## src/rtl/light_pkg.sv

```systemverilog
// ============================================================================
// Module  : light_pkg
// Purpose : Shared types, sizes and helpers for the lamp/shade ramp controller.
// Revision: 1.0 - initial release
// ============================================================================
`default_nettype none

package light_pkg;

  localparam int NUM_LAMPS        = 16;
  localparam int STEP_DIV_DEFAULT = 8;
  localparam int CNT_W            = $clog2(NUM_LAMPS + 1);
  localparam int SHADE_W          = 4;

  typedef enum logic [1:0] {
    ST_IDLE = 2'd0,
    ST_RAMP = 2'd1,
    ST_DONE = 2'd2
  } state_t;

  // Requested lamp counts above the lamp total clamp to "all lamps lit".
  function automatic logic [CNT_W-1:0] sat_count(input logic [CNT_W-1:0] n);
    logic [CNT_W-1:0] res;
    res = (n > CNT_W'(NUM_LAMPS)) ? CNT_W'(NUM_LAMPS) : n;
    return res;
  endfunction

  function automatic logic [NUM_LAMPS-1:0] therm(input logic [CNT_W-1:0] n);
    logic [NUM_LAMPS-1:0] res;
    for (int i = 0; i < NUM_LAMPS; i++) begin
      res[i] = (i < int'(n));
    end
    return res;
  endfunction

endpackage

`default_nettype wire

```

## src/rtl/light_ramp_ctrl_step_ticker.sv

```systemverilog
// ============================================================================
// Module  : step_ticker
// Purpose : Ramp-step prescaler; emits a one-cycle tick every STEP_DIV enabled
//           cycles, restartable by a synchronous clear.
// Revision: 1.0 - initial release
// ============================================================================
`default_nettype none

module step_ticker #(
  parameter int STEP_DIV = 8
) (
  input  logic clk,
  input  logic rst_n,
  input  logic i_en,
  input  logic i_clr,
  output logic o_tick
);

  localparam int CW = $clog2(STEP_DIV);

  logic [CW-1:0] r_cnt;
  logic          w_wrap;

  assign w_wrap = (r_cnt == CW'(STEP_DIV - 1));

  always_ff @(posedge clk or negedge rst_n) begin
    if (!rst_n) begin
      r_cnt <= '0;
    end else if (i_clr) begin
      r_cnt <= '0;
    end else if (i_en) begin
      r_cnt <= w_wrap ? '0 : r_cnt + 1'b1;
    end
  end

  assign o_tick = i_en & ~i_clr & w_wrap;

endmodule

`default_nettype wire

```

## src/rtl/light_ramp_ctrl.sv

```systemverilog
// ============================================================================
// Module  : light_ramp_ctrl
// Purpose : Ramps a thermometer-coded lamp bank and a window shade toward
//           latched targets, one step per STEP_DIV clocks.
// Revision: 1.0 - initial release
// ============================================================================
`default_nettype none

module light_ramp_ctrl
  import light_pkg::*;
#(
  parameter int STEP_DIV = STEP_DIV_DEFAULT
) (
  input  logic                 clk,
  input  logic                 rst_n,
  input  logic [3:0]           tcode,
  input  logic [CNT_W-1:0]     target_num,
  input  logic [SHADE_W-1:0]   target_shade,
  input  logic                 upd_req,
  output logic                 upd_ack,
  output logic [NUM_LAMPS-1:0] lightstate,
  output logic [SHADE_W-1:0]   shade_pos,
  output logic                 busy,
  output logic                 done,
  output logic                 tcode_err
);

  state_t               r_state;
  state_t               w_next;
  logic                 w_load;
  logic                 w_tick;
  logic                 w_at_target;
  logic                 w_step;
  logic                 w_tcode_chg;
  logic                 w_tcode_legal;

  logic [CNT_W-1:0]     r_count;
  logic [SHADE_W-1:0]   r_shade;
  logic [CNT_W-1:0]     r_tgt_num;
  logic [SHADE_W-1:0]   r_tgt_shade;
  logic                 r_ack;
  logic                 r_pending;
  logic [3:0]           r_tcode_q;
  logic                 r_tcode_err;

  assign w_tcode_chg   = (tcode != r_tcode_q);
  assign w_tcode_legal = $onehot0(tcode);
  assign w_at_target   = (r_count == r_tgt_num) && (r_shade == r_tgt_shade);
  assign w_step        = (r_state == ST_RAMP) && w_tick && !w_at_target;

  step_ticker #(
    .STEP_DIV (STEP_DIV)
  ) u_step_ticker (
    .clk    (clk),
    .rst_n  (rst_n),
    .i_en   (r_state == ST_RAMP),
    .i_clr  (w_load),
    .o_tick (w_tick)
  );

  always_ff @(posedge clk or negedge rst_n) begin
    if (!rst_n) begin
      r_state <= ST_IDLE;
    end else begin
      r_state <= w_next;
    end
  end

  always_comb begin
    w_next = r_state;
    w_load = 1'b0;
    case (r_state)
      ST_IDLE: begin
        if (upd_req || r_pending) begin
          w_load = 1'b1;
          w_next = ST_RAMP;
        end
      end
      ST_RAMP: begin
        if (w_at_target) begin
          w_next = ST_DONE;
        end
      end
      ST_DONE: w_next = ST_IDLE;
      default: w_next = ST_IDLE;
    endcase
  end

  // Targets are sampled only at load; later input changes wait for the next load.
  always_ff @(posedge clk or negedge rst_n) begin
    if (!rst_n) begin
      r_tgt_num   <= '0;
      r_tgt_shade <= '0;
    end else if (w_load) begin
      r_tgt_num   <= sat_count(target_num);
      r_tgt_shade <= target_shade;
    end
  end

  always_ff @(posedge clk or negedge rst_n) begin
    if (!rst_n) begin
      r_count <= '0;
      r_shade <= '0;
    end else if (w_step) begin
      if (r_count < r_tgt_num) begin
        r_count <= r_count + 1'b1;
      end else if (r_count > r_tgt_num) begin
        r_count <= r_count - 1'b1;
      end
      if (r_shade < r_tgt_shade) begin
        r_shade <= r_shade + 1'b1;
      end else if (r_shade > r_tgt_shade) begin
        r_shade <= r_shade - 1'b1;
      end
    end
  end

  // A fresh legal tcode event wins over the clear from a same-edge load.
  always_ff @(posedge clk or negedge rst_n) begin
    if (!rst_n) begin
      r_pending   <= 1'b0;
      r_tcode_q   <= 4'b0000;
      r_tcode_err <= 1'b0;
      r_ack       <= 1'b0;
    end else begin
      r_tcode_q   <= tcode;
      r_tcode_err <= !w_tcode_legal;
      r_ack       <= w_load && upd_req;
      if (w_tcode_chg && w_tcode_legal) begin
        r_pending <= 1'b1;
      end else if (w_load) begin
        r_pending <= 1'b0;
      end
    end
  end

  assign upd_ack    = r_ack;
  assign lightstate = therm(r_count);
  assign shade_pos  = r_shade;
  assign busy       = (r_state != ST_IDLE);
  assign done       = (r_state == ST_DONE);
  assign tcode_err  = r_tcode_err;

endmodule

`default_nettype wire
```

## config.mk

```make
export PLATFORM = sky130hd
export DESIGN_NAME = light_ramp_ctrl
export DESIGN_NICKNAME = d
export VERILOG_FILES = /design/src/rtl/light_pkg.sv /design/src/rtl/light_ramp_ctrl_step_ticker.sv /design/src/rtl/light_ramp_ctrl.sv
export SDC_FILE = /design/constraint.sdc
export NUM_CORES = 1
export LEC_CHECK = 0
export BUFFER_PORTS_ARGS = -buffer_cell sky130_fd_sc_hd__buf_2
export CORE_MARGIN = 8
export CORE_UTILIZATION = 35
export DETAILED_ROUTE_END_ITERATION = 7
export PLACE_DENSITY = 0.6
export SLEW_MARGIN = 30
export SYNTH_ARGS = -nofsm -noshare
export SYNTH_HDL_FRONTEND = slang
export SYNTH_HIERARCHICAL = 1
export SYNTH_SLANG_ARGS = --single-unit
```

## constraint.sdc

```tcl
create_clock -name clk -period 3.2 [get_ports clk]
set_clock_uncertainty 0.15 [all_clocks]
set_input_delay 0.16 -clock clk [delete_from_list [all_inputs] [get_ports clk]]
set_output_delay 0.16 -clock clk [all_outputs]
set_load 0.01 [all_outputs]
```

After elaboration in Yosys (flattened, before gate mapping)
Cells that the tools add are included.

Flip-flop bits (word level): 30. Bits in latches: 0. RAM bits: 0. ROM bits: 0. Logic and storage cells: 83. Memories: 0.

Add/sub/neg operators: 8. Multiply operators: 0. Div/mod/pow operators: 0. $lt $le $gt $ge: 22. Equal/unequal tests: 8. Shift-type cells: 0. Multiplexer cells: 15. Bitwise gates (word level): 3. Reduce and logical (&&, ||, !) cells: 17.

Operator list (number): < comparator 4 x 5 -> 1 bit, first input constant (8); < comparator 3 x 5 -> 1 bit, first input constant (4); 2-to-1 mux 5 bit (3); < comparator 1 x 5 -> 1 bit, first input constant (2); < comparator 2 x 5 -> 1 bit, first input constant (2); nonzero test 2 bit (5); 2-to-1 mux 3 bit (3); 2-to-1 mux 4 bit (2); AND reduction 2 bit (3); adder 5 x 1 -> 5 bit, second input constant (1); equality test 5 bit (1); > comparator 5 bit (1); > comparator 5 bit, second input constant (1); logical AND 1 bit (5); < comparator 5 bit (1); subtractor 5 x 1 -> 5 bit, second input constant (1); adder 1 x 1 -> 2 bit (2); adder 4 x 1 -> 4 bit, second input constant (1); equality test 4 bit (1); > comparator 4 bit (1); < comparator 4 bit (1); 2-to-1 mux 1 bit (4); 2-to-1 mux 2 bit (2); inequality test 2 bit, second input constant (2); other kinds (14) (16).

Longest topological paths before layout
Gate-level depths: netlist of the first run.

Word-level depth: 9. Depth in mapped cells: 11.

By module
Netlist of the first run, hierarchy kept.

Modules (own cells, without submodules): light_ramp_ctrl (instances 1, cells each 185, area each 1746.7 µm², sequential area each 675.6 µm²); step_ticker (instances 1, cells each 14, area each 158.9 µm², sequential area each 75.1 µm²).

Worst setup path before layout of the first run
No wires, ideal clock.

Kind: register to register. Start point: register r_shade[1], in the netlist shade_pos[1]. End point: register r_shade[3], in the netlist shade_pos[3]. Setup time: 0.079 ns. Arrival: 2.252 ns. Data required time: 2.971 ns. Setup slack: 0.719 ns. Stages on the path, launching flop included: 11. Path buffers: 0. Period minus slack after synthesis: 2.481 ns. Cell sequence: dfrtp_1 > ha_1 > nor2b_1 > o211ai_1 > nand2_1 > ha_1 > a21o_1 > a21oi_1 > or3_1 > a22oi_1 > xor2_1.

Word-level cells in the longest chain between the ends: 5.

RTL lines: start, declared (line light_ramp_ctrl.sv:38) `logic [SHADE_W-1:0] r_shade;`; start signal, assigned (line light_ramp_ctrl.sv:111) `r_shade <= r_shade + 1'b1;`; start signal, assigned (line light_ramp_ctrl.sv:113) `r_shade <= r_shade - 1'b1;`; parallel branches: the longest is 5 deep, another holds subtractor 4 x 1 -> 4 bit.

Several ways; the timed one is not identified. The select of a mux whose other input is x is not followed. A chain may end at the register's enable or synchronous reset.

Final worst setup path of the first run
Same ends and word-level chain as after synthesis.

==> results of run 1 <==
[cell usage in the layout (no fill, tap or decap), drive strengths merged, types with 2 or more instances in the layout]
cell | Yosys | layout
fa | 2 | 2
ha | 20 | 20
mux2 | 2 | 2
o21bai | 2 | 2
a21o | 3 | 3
a21oi | 5 | 5
nand4 | 2 | 2
mux2i | 3 | 3
nor2 | 9 | 9
a22oi | 3 | 3
nand2 | 26 | 26
bufinv | 0 | 2
nand2b | 6 | 6
and2 | 2 | 2
xnor2 | 4 | 4
o21ai | 16 | 16
nor3 | 2 | 2
nand3b | 3 | 3
nor2b | 3 | 3
buf | 1 | 41
nand3 | 3 | 3
dfrtp | 30 | 30
o2bb2ai | 2 | 2
xor2 | 8 | 8
dlygate4sd3 | 0 | 14
clkbuf | 5 | 6
inv | 22 | 22
or3 | 3 | 3
[critical path, stage by stage (launching register included)]
cell	delay, ns
dfrtp_1	0.43
ha_1	0.32
nor2b_1	0.14
o211ai_1	0.21
nand2_1	0.16
ha_1	0.30
a21o_1	0.11
a21oi_1	0.07
or3_1	0.30
a22oi_1	0.19
xor2_1	0.16
[repair_timing]
item | CTS | global route
hold buffers | 14 | 0
endpoints found under the hold margin | 43 | 0
gates resized for setup | 0 | 0
[layout make-up]
class                      count  area [µm²]
tap                           72        90.1
multi-input combinational    141        1050
timing repair buffer          55         350
inverter                      22        82.6
clock inverter                 2        60.1
sequential                    30         751
fill                         532        2910
clock buffer                   6        82.6
[where the power goes]
group,internal [µW],switching (µW)
Combinational,30.5,29.3
Clock,332,145
Sequential,385,1.91
[final timing paths]
check	to	slack, ns
worst max-delay path	shade_pos[3]	0.60
worst min-delay path	r_tgt_num[0]	0.01
worst max register to register	shade_pos[3]	0.60
worst min register to register	r_tgt_shade[0]	0.34
max in group asynchronous	shade_pos[1]	2.13
min in group asynchronous	r_count[2]	0.31
[per-stage QoR]
step                instance area (µm²)  hold slack (ns)  util, %
floorplan                          1910           -0.286        -
global placement                   2180           0.0943     40.6
detailed placement                 2180           0.0987     40.6
CTS                                2460           0.0219     45.8
global route                       2460           0.0360     45.8
finish                             2460           0.0130     45.8
[per-layer routing]
layer  track usage [%]  up-vias  part of all wire (%)
met5                 0        -                     0
met4              4.37        0                   1.2
met3              3.24        6                   4.4
met2              18.3       24                    49
met1              11.9      702                    46
li1                  -      779                     -
[state kept, by name, indices dropped and copies added (netlist names)]
register             count
r_count                  5
r_tcode_q                4
upd_ack                  1
r_state                  2
r_tgt_num                5
tcode_err                1
r_pending                1
shade_pos                4
u_step_ticker/r_cnt      3
r_tgt_shade              4
[cells by family (layout without fill, tap and decap cells)]
| kind of cell | count (synthesis) | count (layout) |
|---|---|---|
| adders and majority gates | 22 | 22 |
| and+or+nand+nor | 64 | 64 |
| AOI/OAI and AO/OA | 38 | 38 |
| buffers and inverters | 28 | 85 |
| muxes | 5 | 5 |
| DFF | 30 | 30 |
| xor gates and xnor gates | 12 | 12 |
==> results by group, run 1 <==
Outcome
  • Status: complete, no violations

STA
  • Final period util: 81.1%
  • Rel. slew slack: 54.5%
  • Final Max Tran Viols: 0
  • Unrepaired setup endpoints after global routing: no
  • Final Setup Violations: 0
  • Minimum clock period: 2.60 ns
  • Hold Fails Final Rpt: 0
  • Worst Max-Slew Pin Slew: 0.683 ns
  • Setup WS post-layout: 0.605 ns
  • Final setup TNS: 0 ns
  • Fmax: 385 MHz

Global route
  • Largest net degree at the start of global routing: 31
  • First-pass GRT wire length: 7200 µm
  • Antenna violations before repair: 0
  • Vias in the first global route: 1563
  • Total GRT Usage: 10.7%
  • Total global routing overflow: 0

Critical path
  • Worst Setup SP: shade_pos[1]
  • CP startpoint kind: flop
  • Crit path kind: flop to flop
  • R2R Path Start: shade_pos[1]
  • Cells on worst reg2reg path: 10
  • Worst Path Arrival: 2.65 ns
  • Data required time of the worst path: 3.25 ns
  • Critical Path End Type: flop
  • Top fanout value on the critical path: 5

Power
  • Total power draw: 923 µW
  • PwrDens: 375 mW/mm²
  • Worst vdd ir: 0.228 mV
  • Leakage: 0.00129 µW

Placement
  • Worst slack, placed: 0.597 ns
  • PortBufs: 39
  • Placed Cells: 306
  • Dpl hpwl: 3210 µm
  • RePlAce Congestion: 0.783

Drt
  • Mean routed wirelength per cell: 12.6 µm
  • Initial DRT Pass Iterations: 4
  • DRT antenna net count: 0
  • Drt drc: 0
  • First DRT Iteration DRCs: 35
  • Vias: 1511
  • DR vias/cell: 4.61
  • Drt total wl: 4140 µm

Cells and area
  • Diode count: 0
  • Area growth from synthesis to layout: 29.2%
  • Share of layout cells above drive strength 1: 23.0%
  • Fin nets: 293
  • Fin cells: 328

Yosys
  • Top post-synthesis cells by count: dfrtp_1 (30), nand2_1 (26), inv_1 (22)
  • Syn_area_per_cell: 9.58 µm²
  • Netlist cell types: 43
  • Dominant cell by count in the synthesized netlist: dfrtp_1
  • Post-Synthesis Cell Area: 0.00191 mm²
  • Synth Area in Compound Gates: 13.9%
  • Dominant cells by area after synthesis: dfrtp_1 (39%), ha_1 (13%), nand2_1 (5.1%), inv_1 (4.3%), o21ai_0 (4.2%)
  • Synth Flop Type: dfrtp_1
  • Synth area leader: dfrtp_1
  • Register area share after synthesis: 39.4%
  • Syn nets: 237
  • FFs w/ async S/R, synth: 100%
  • Post-synthesis mux area share: 2.76%
  • Simple-gate share of the synthesized area: 17.1%
  • Post-synthesis adder-cell area fraction: 15.2%
  • Synthesized instance count: 199
  • Main combinational cell family by area after synthesis: simple AND/OR/NAND/NOR gates
  • XOR/XNOR share of the synthesized area: 5.91%
  • Post-synth EDFFs: 0
  • Syn. warnings: 6
  • Share of the synthesized area in the top cell type: 39.4%
  • #FFs+latches synth: 30

Floorplanning
  • Die Ht: 89.8 µm
  • Ports: 40
  • DIE WIDTH: 89.8 µm
  • Starting density of the core: 35.5%
  • Die ar.: 0.00806 mm²
  • Core Area: 0.00537 mm²
  • Num rows: 27

Worst hold path
  • Min-Delay Path Class: primary input to flop
  • Hold Startpoint: target_num[0]
  • Hold Path Stages: 3

Run
  • Max-cap violations: 0

Clocking
  • Clk sink count: 30
  • Clk pin slew, worst setup/hold paths: 0.07 ns
  • Root Driver: clkbuf_8
  • Setup Fix Bufs, Post-CTS: 0
  • Max H-tree Level: 2
  • Later-pin clock latency in the skew report: 0.28 ns
  • Clock buffer depth: 2
  • CTS buffer count: 5
  • TritonCTS clock tree: yes
Note: power is estimated with default switching activity, not from simulation.
==> run 2, diff against run 1 <==
ABC_AREA = 1   (was not set)
clock period = 2.5 ns   (was 3.2 ns; I/O delays follow)
==> results by group, run 2 <==
Yosys
  • Top post-synthesis cells by count: nand2_1 (69), inv_1 (38), dfrtp_1 (30)
  • Share of the synthesized area in the top cell type: 37.6% (-1.8 points)
  • Netlist cell types: 29 (-33%)
  • Post-synth EDFFs: 0 (unchanged)
  • Post-Synthesis Cell Area: 0.00200 mm² (+4.8%)
  • Syn nets: 284 (+20%)
  • Syn_area_per_cell: 8.12 µm² (-15%)
  • Synthesized instance count: 246 (+24%)
  • Synth Flop Type: dfrtp_1
  • FFs w/ async S/R, synth: 100% (unchanged)
  • Synth area leader: dfrtp_1
  • #FFs+latches synth: 30 (unchanged)
  • Dominant cells by area after synthesis: dfrtp_1 (38%), nand2_1 (13%), ha_1 (13%), inv_1 (7.1%), o21ai_0 (4.3%)
  • Register area share after synthesis: 37.6% (-1.8 points)
  • Dominant cell by count in the synthesized netlist: nand2_1
  • Syn. warnings: 6 (unchanged)

STA
  • Worst Max-Slew Pin Slew: 0.677 ns (-0.00595 ns)
  • Min Hold Slack: 0.0171 ns (+0.00404 ns)
  • Fmax: 424 MHz
  • Final period util: 94.3%
  • Rel. slew slack: 54.9% (+0.40 points)
  • Unrepaired setup endpoints after global routing: no
  • Final Setup Violations: 0 (unchanged)
  • Final Max Tran Viols: 0 (unchanged)
  • Final setup TNS: 0 ns (unchanged)
  • Minimum clock period: 2.36 ns
  • Hold Fails Final Rpt: 0 (unchanged)

Cells and area
  • Fillers: 536 (+0.75%)
  • Design area: 0.00253 mm² (+2.9%)
  • Diode count: 0 (unchanged)
  • Commonest non-fill, non-tap cell in the layout: nand2_1
  • Multi-input gate area: 0.00110 mm² (+4.9%)
  • Register area: 751 µm² (unchanged)
  • Area growth from synthesis to layout: 26.9%
  • Share of layout cells above drive strength 1: 22.9% (-0.17 points)
  • Top flop regs: r_count: 5 flops, r_tgt_num: 5 flops
  • Fin nets: 344 (+17%)
  • Most frequent cells in the layout: nand2_1 (68), buf_2 (39), inv_1 (38), dfrtp_1 (30), ha_1 (19)

Drt
  • First DRT Iteration DRCs: 67 (+91%)
  • Mean routed wirelength per cell: 11.1 µm (-12%)
  • Initial DRT Pass Iterations: 4 (unchanged)
  • DRT antenna net count: 0 (unchanged)
  • Vias: 1656 (+9.6%)
  • DR vias/cell: 4.38 (-4.9%)
  • Drt drc: 0 (unchanged)
  • Drt total wl: 4200 µm (+1.5%)

Worst hold path
  • Hold Path Stages: 3 (unchanged)
  • Hold Startpoint: target_num[4]
  • Min-Delay Path Class: primary input to flop

Critical path
  • Data required time of the worst path: 2.54 ns (-0.71 ns)
  • Worst R2R Setup Slack: 0.20 ns (-0.40 ns)
  • Worst Path Arrival: 2.39 ns (-0.26 ns)
  • Worst Setup SP: tcode[0]
  • Worst path slowest cell: dlygate4sd3_1
  • Crit path kind: primary input to flop
  • Top fanout value on the critical path: 3 (-2)
  • Cell mode on critical path: inv_1
  • Worst path max stage delay: 0.53 ns (+0.10 ns)
  • Cells on worst reg2reg path: 14 (+4)
  • CP Buf/Inv Count: 5 (+5)
  • Worst path depth: 11 (+1)
  • Critical Path End Type: flop
  • CP Cell Sequence: dlygate4sd3_1 > buf_2 > inv_1 > fa_1 > inv_1 > ha_1 > inv_1 > ha_1 > o31ai_4 > o21ai_0 > o21ai_0
  • CP startpoint kind: primary input
  • R2R Path Start: shade_pos[2]
  • Crit path max-delay family: adder cells

Floorplanning
  • Core Area: 0.00551 mm² (+2.5%)
  • DIE WIDTH: 91.5 µm (+1.9%)
  • Starting density of the core: 36.3% (+0.79 points)
  • Num rows: 27 (unchanged)
  • Ports: 40 (unchanged)
  • Die Ht: 91.5 µm (+1.9%)
  • Die ar.: 0.00838 mm² (+3.9%)

Placement
  • RePlAce Congestion: 0.798 (+1.8%)
  • Dpl hpwl: 3190 µm (-0.43%)
  • Placed Area: 0.00228 mm² (+4.8%)
  • PortBufs: 39 (unchanged)

Power
  • Leakage: 0.00138 µW (+7.2%)
  • Worst vdd ir: 0.679 mV (+200%)
  • Total power draw: 3060 µW (+230%)
  • PwrDens: 1210 mW/mm² (+220%)

Clocking
  • Clock buffer depth: 2 (unchanged)
  • TritonCTS clock tree: yes
  • Clk pin slew, worst setup/hold paths: 0.06 ns (about the same)
  • Root Driver: clkbuf_8
  • CTS buffer count: 5 (unchanged)
  • Later-pin clock latency in the skew report: 0.27 ns (about the same)
  • Setup Fix Bufs, Post-CTS: 0 (unchanged)
  • Max H-tree Level: 2 (unchanged)
  • Clk sink count: 30 (unchanged)

Run
  • Max-cap violations: 0 (unchanged)

Global route
  • Antenna violations before repair: 0 (unchanged)
  • Total global routing overflow: 0 (unchanged)
  • First-pass GRT wire length: 7350 µm (+2.0%)
  • Vias in the first global route: 1677 (+7.3%)
  • Largest net degree at the start of global routing: 31 (unchanged)
  • Total GRT Usage: 10.4% (-0.27 points)

Outcome
  • Status: complete, no violations
run 2: cell types whose count changed in the layout (fill, tap and decap cells not counted), sizes merged, moves of 6 or more:
cell,previous run,this run
inv,22,42
o21ai,16,22
nand3,3,11
nor2,9,18
nand2b,6,0
nand2,26,74
run 2: final cells by class:
type,count,area share (%)
clock buffers,7,3.01
inverters,43,6.37
multi-input cells,170,43.3
flip-flops and latches,30,29.6
well taps,72,3.56
repair buffers,56,14.1
run 2: per-stage QoR:
step	util (%)	instances	setup slack [ns]
6_report	46.0	378	0.143
2_1_floorplan	-	246	0.220
3_5_place_dp	41.5	357	0.106
4_1_cts	45.4	378	0.0853
5_1_grt	46.0	378	0.0102
3_3_place_gp	41.5	357	0.166
run 2: cell families after synthesis:
logic type	synth area share, %
flops	37.6
xor+xnor	4.82
fa+ha+maj	14.5
simple gates	24.7
buf+inv	9.08
compound gates	9.27
run 2: final timing paths:
kind,end
max reg2reg,shade_pos[3]
min reg2reg,u_step_ticker/r_cnt[1]
min in group asynchronous,r_tgt_shade[1]
min,r_tgt_num[4]
max in group asynchronous,r_count[2]
max,r_pending
run 2: power by group:
group | internal, µW | switching [µW]
Sequential | 667 | 144
Combinational | 757 | 1140
Clock | 191 | 162
Total | 1620 | 1450
run 2: worst reg2reg max path, cell delays in order (launching register included):
cell and delay (ns):
dfrtp_1 0.42, ha_1 0.34, nand2_4 0.10, inv_1 0.04, nand2_1 0.09, nand2_2 0.10, ha_1 0.33, nand2_1 0.08
nand2_1 0.04, nor2_1 0.13, inv_1 0.05, nand2_1 0.06, nand2_1 0.08, o21ai_2 0.14, nand2_1 0.06
run 2: timing repair:
item                                    in CTS  in global routing
gates resized for setup                      0                  5
hold buffers                                14                  0
endpoints found under the setup margin       0                  2
endpoints found under the hold margin       43                  0
run 2: per-layer routing:
metal / global-route usage [%] / vias to the layer above / part of all wire, %
met5: 0 / - / 0
met4: 3.55 / 0 / 0.67
met2: 17.0 / 34 / 47
li1: - / 881 / -
met3: 3.62 / 4 / 6.4
met1: 12.3 / 737 / 46
==> run 3, diff against run 2 <==
ABC_AREA = not set   (was 1)
CTS_CLUSTER_DIAMETER = 30   (was not set)
==> results by group, run 3 (synthesized netlist as in run 1, its figures left out) <==
Global route
  • Largest net degree at the start of global routing: 31 (unchanged)
  • Vias in the first global route: 1733 (+3.3%)
  • Total GRT Usage: 11.4% (+1.0 points)
  • Antenna violations before repair: 0 (unchanged)
  • Total global routing overflow: 0 (unchanged)
  • First-pass GRT wire length: 7760 µm (+5.6%)

STA
  • Final period util: 99.2% (+5.0 points)
  • Unrepaired setup endpoints after global routing: yes
  • Fmax: 403 MHz (-5.0%)
  • Setup WS post-layout: 0.0190 ns (-0.124 ns)
  • Final Max Tran Viols: 0 (unchanged)
  • Final Setup Violations: 0 (unchanged)
  • Min Hold Slack: 0.262 ns (+0.245 ns)
  • Worst Max-Slew Pin Slew: 0.679 ns (+0.00219 ns)
  • Hold Fails Final Rpt: 0 (unchanged)
  • Minimum clock period: 2.48 ns (+0.124 ns)
  • Rel. slew slack: 54.7% (-0.15 points)
  • Final setup TNS: 0 ns (unchanged)

Cells and area
  • Diode count: 0 (unchanged)
  • Multi-input gate area: 0.00107 mm² (-2.6%)
  • Top flop regs: r_count: 5 flops, r_tgt_num: 5 flops
  • Final Util: 47.4% (+1.4 points)
  • Design area: 0.00255 mm² (+0.59%)
  • Share of layout cells above drive strength 1: 28.0% (+5.2 points)
  • Commonest non-fill, non-tap cell in the layout: buf_2
  • Fillers: 520 (-3.0%)
  • Register area: 751 µm² (unchanged)
  • Area growth from synthesis to layout: 33.7%
  • Most frequent cells in the layout: buf_2 (39), dfrtp_1 (30), nand2_1 (25), inv_1 (22), ha_1 (20)
  • Fin nets: 308 (-10%)

Critical path
  • Critical Path End Type: flop
  • Worst Path Arrival: 2.54 ns (+0.15 ns)
  • Data required time of the worst path: 2.56 ns (+0.02 ns)
  • CP startpoint kind: flop
  • Worst Setup SP: shade_pos[1]
  • Crit path kind: flop to flop
  • R2R Path Start: shade_pos[1]
  • Top fanout value on the critical path: 3 (unchanged)

Floorplanning
  • DIE WIDTH: 89.8 µm (-1.9%)
  • Num rows: 27 (unchanged)
  • Core Area: 0.00537 mm² (-2.5%)
  • Ports: 40 (unchanged)
  • Die ar.: 0.00806 mm² (-3.8%)
  • Starting density of the core: 35.5% (-0.79 points)
  • Die Ht: 89.8 µm (-1.9%)

Outcome
  • Status: complete, no violations

Drt
  • Drt total wl: 4270 µm (+1.7%)
  • DR vias/cell: 4.68 (+6.7%)
  • Drt drc: 0 (unchanged)
  • DRT antenna net count: 0 (unchanged)
  • Initial DRT Pass Iterations: 4 (unchanged)
  • Mean routed wirelength per cell: 12.4 µm (+12%)
  • Vias: 1604 (-3.1%)
  • First DRT Iteration DRCs: 38 (-43%)

Run
  • Max-cap violations: 0 (unchanged)

Placement
  • PortBufs: 39 (unchanged)
  • RePlAce Congestion: 0.780 (-2.2%)
  • Dpl hpwl: 3210 µm (+0.65%)
  • Placed Area: 0.00222 mm² (-2.6%)
  • Worst slack, placed: -0.0471 ns (-0.153 ns)

Clocking
  • CTS buffer count: 5 (unchanged)
  • Clk pin slew, worst setup/hold paths: 0.07 ns (about the same)
  • TritonCTS clock tree: yes
  • Clk sink count: 30 (unchanged)
  • Max H-tree Level: 2 (unchanged)
  • Root Driver: clkbuf_8
  • Clock buffer depth: 2 (unchanged)
  • Later-pin clock latency in the skew report: 0.28 ns (about the same)

Worst hold path
  • Min-Delay Path Class: primary input to async pin

Power
  • PwrDens: 383 mW/mm² (-68%)
  • Worst vdd ir: 0.368 mV (-46%)
  • Leakage: 0.00134 µW (-3.1%)
==> run 3: cell count changes in the layout (fill, tap and decap cells not counted), moves of 4 or more <==
cell,previous run,this run
inv_2,4,0
nand2_1,68,25
nor2_1,13,9
o21ai_1,4,0
nand3_1,10,3
nand2b_1,0,6
buf_4,3,16
inv_1,38,22
==> run 3: timing repair <==
action                                  in CTS  in global routing
buffers inserted                             6                  3
resized for setup                            1                  5
pin swaps                                    3                  9
hold endpoints to repair                    44                  0
hold buffers                                15                  0
endpoints found under the setup margin       1                  3
==> run 3: routing by layer <==
metal | vias to the layer above | GRT usage (%) | routed length [µm]
met5 | - | 0 | 0
met4 | 0 | 3.39 | 34
met3 | 4 | 3.66 | 220
met2 | 29 | 19.9 | 2110
met1 | 757 | 12.9 | 1900
li1 | 814 | - | -
==> run 3: worst paths after layout <==
path	end	slack (ns)	cells past startpoint
setup / recovery	shade_pos[3]	0.02	10
hold / removal	r_count[0]	0.26	2
setup reg to reg	shade_pos[3]	0.02	10
hold reg to reg	r_pending	0.34	1
max in group asynchronous	shade_pos[2]	1.48	2
min in group clk	r_pending	0.34	1
==> run 3: stage by stage <==
stage / cells / power [µW]
2_1_floorplan: 199 / 530
3_3_place_gp: 312 / 563
3_5_place_dp: 312 / 566
4_1_cts: 341 / 991
5_1_grt: 343 / 1020
6_report: 343 / 976
==> run 3: where the power goes <==
group | switching (µW) | leakage [µW] | internal, µW
logic | 38.2 | 0.000948 | 40.1
clock network | 181 | 0.0000482 | 222
registers | 2.47 | 0.000345 | 493
==> run 3: worst max-delay path, stage by stage (launching register included) <==
cell      delay [ns]
dfrtp_1         0.38
ha_1            0.31
nor2b_4         0.13
o211ai_1        0.19
nand2_1         0.13
ha_1            0.30
a21o_1          0.12
a21oi_2         0.06
or3_1           0.36
a22oi_2         0.14
xor2_1          0.14
==> run 3: layout make-up <==
| cell class | instances | area share [%] |
|---|---|---|
| Multi-Input combinational cell | 141 | 41.9 |
| Sequential cell | 30 | 29.5 |
| Timing Repair Buffer | 70 | 18.3 |
| Tap cell | 72 | 3.53 |
| Clock buffer | 7 | 3.39 |
| Inverter | 22 | 3.24 |
| Clock inverter | 1 | 0.196 |
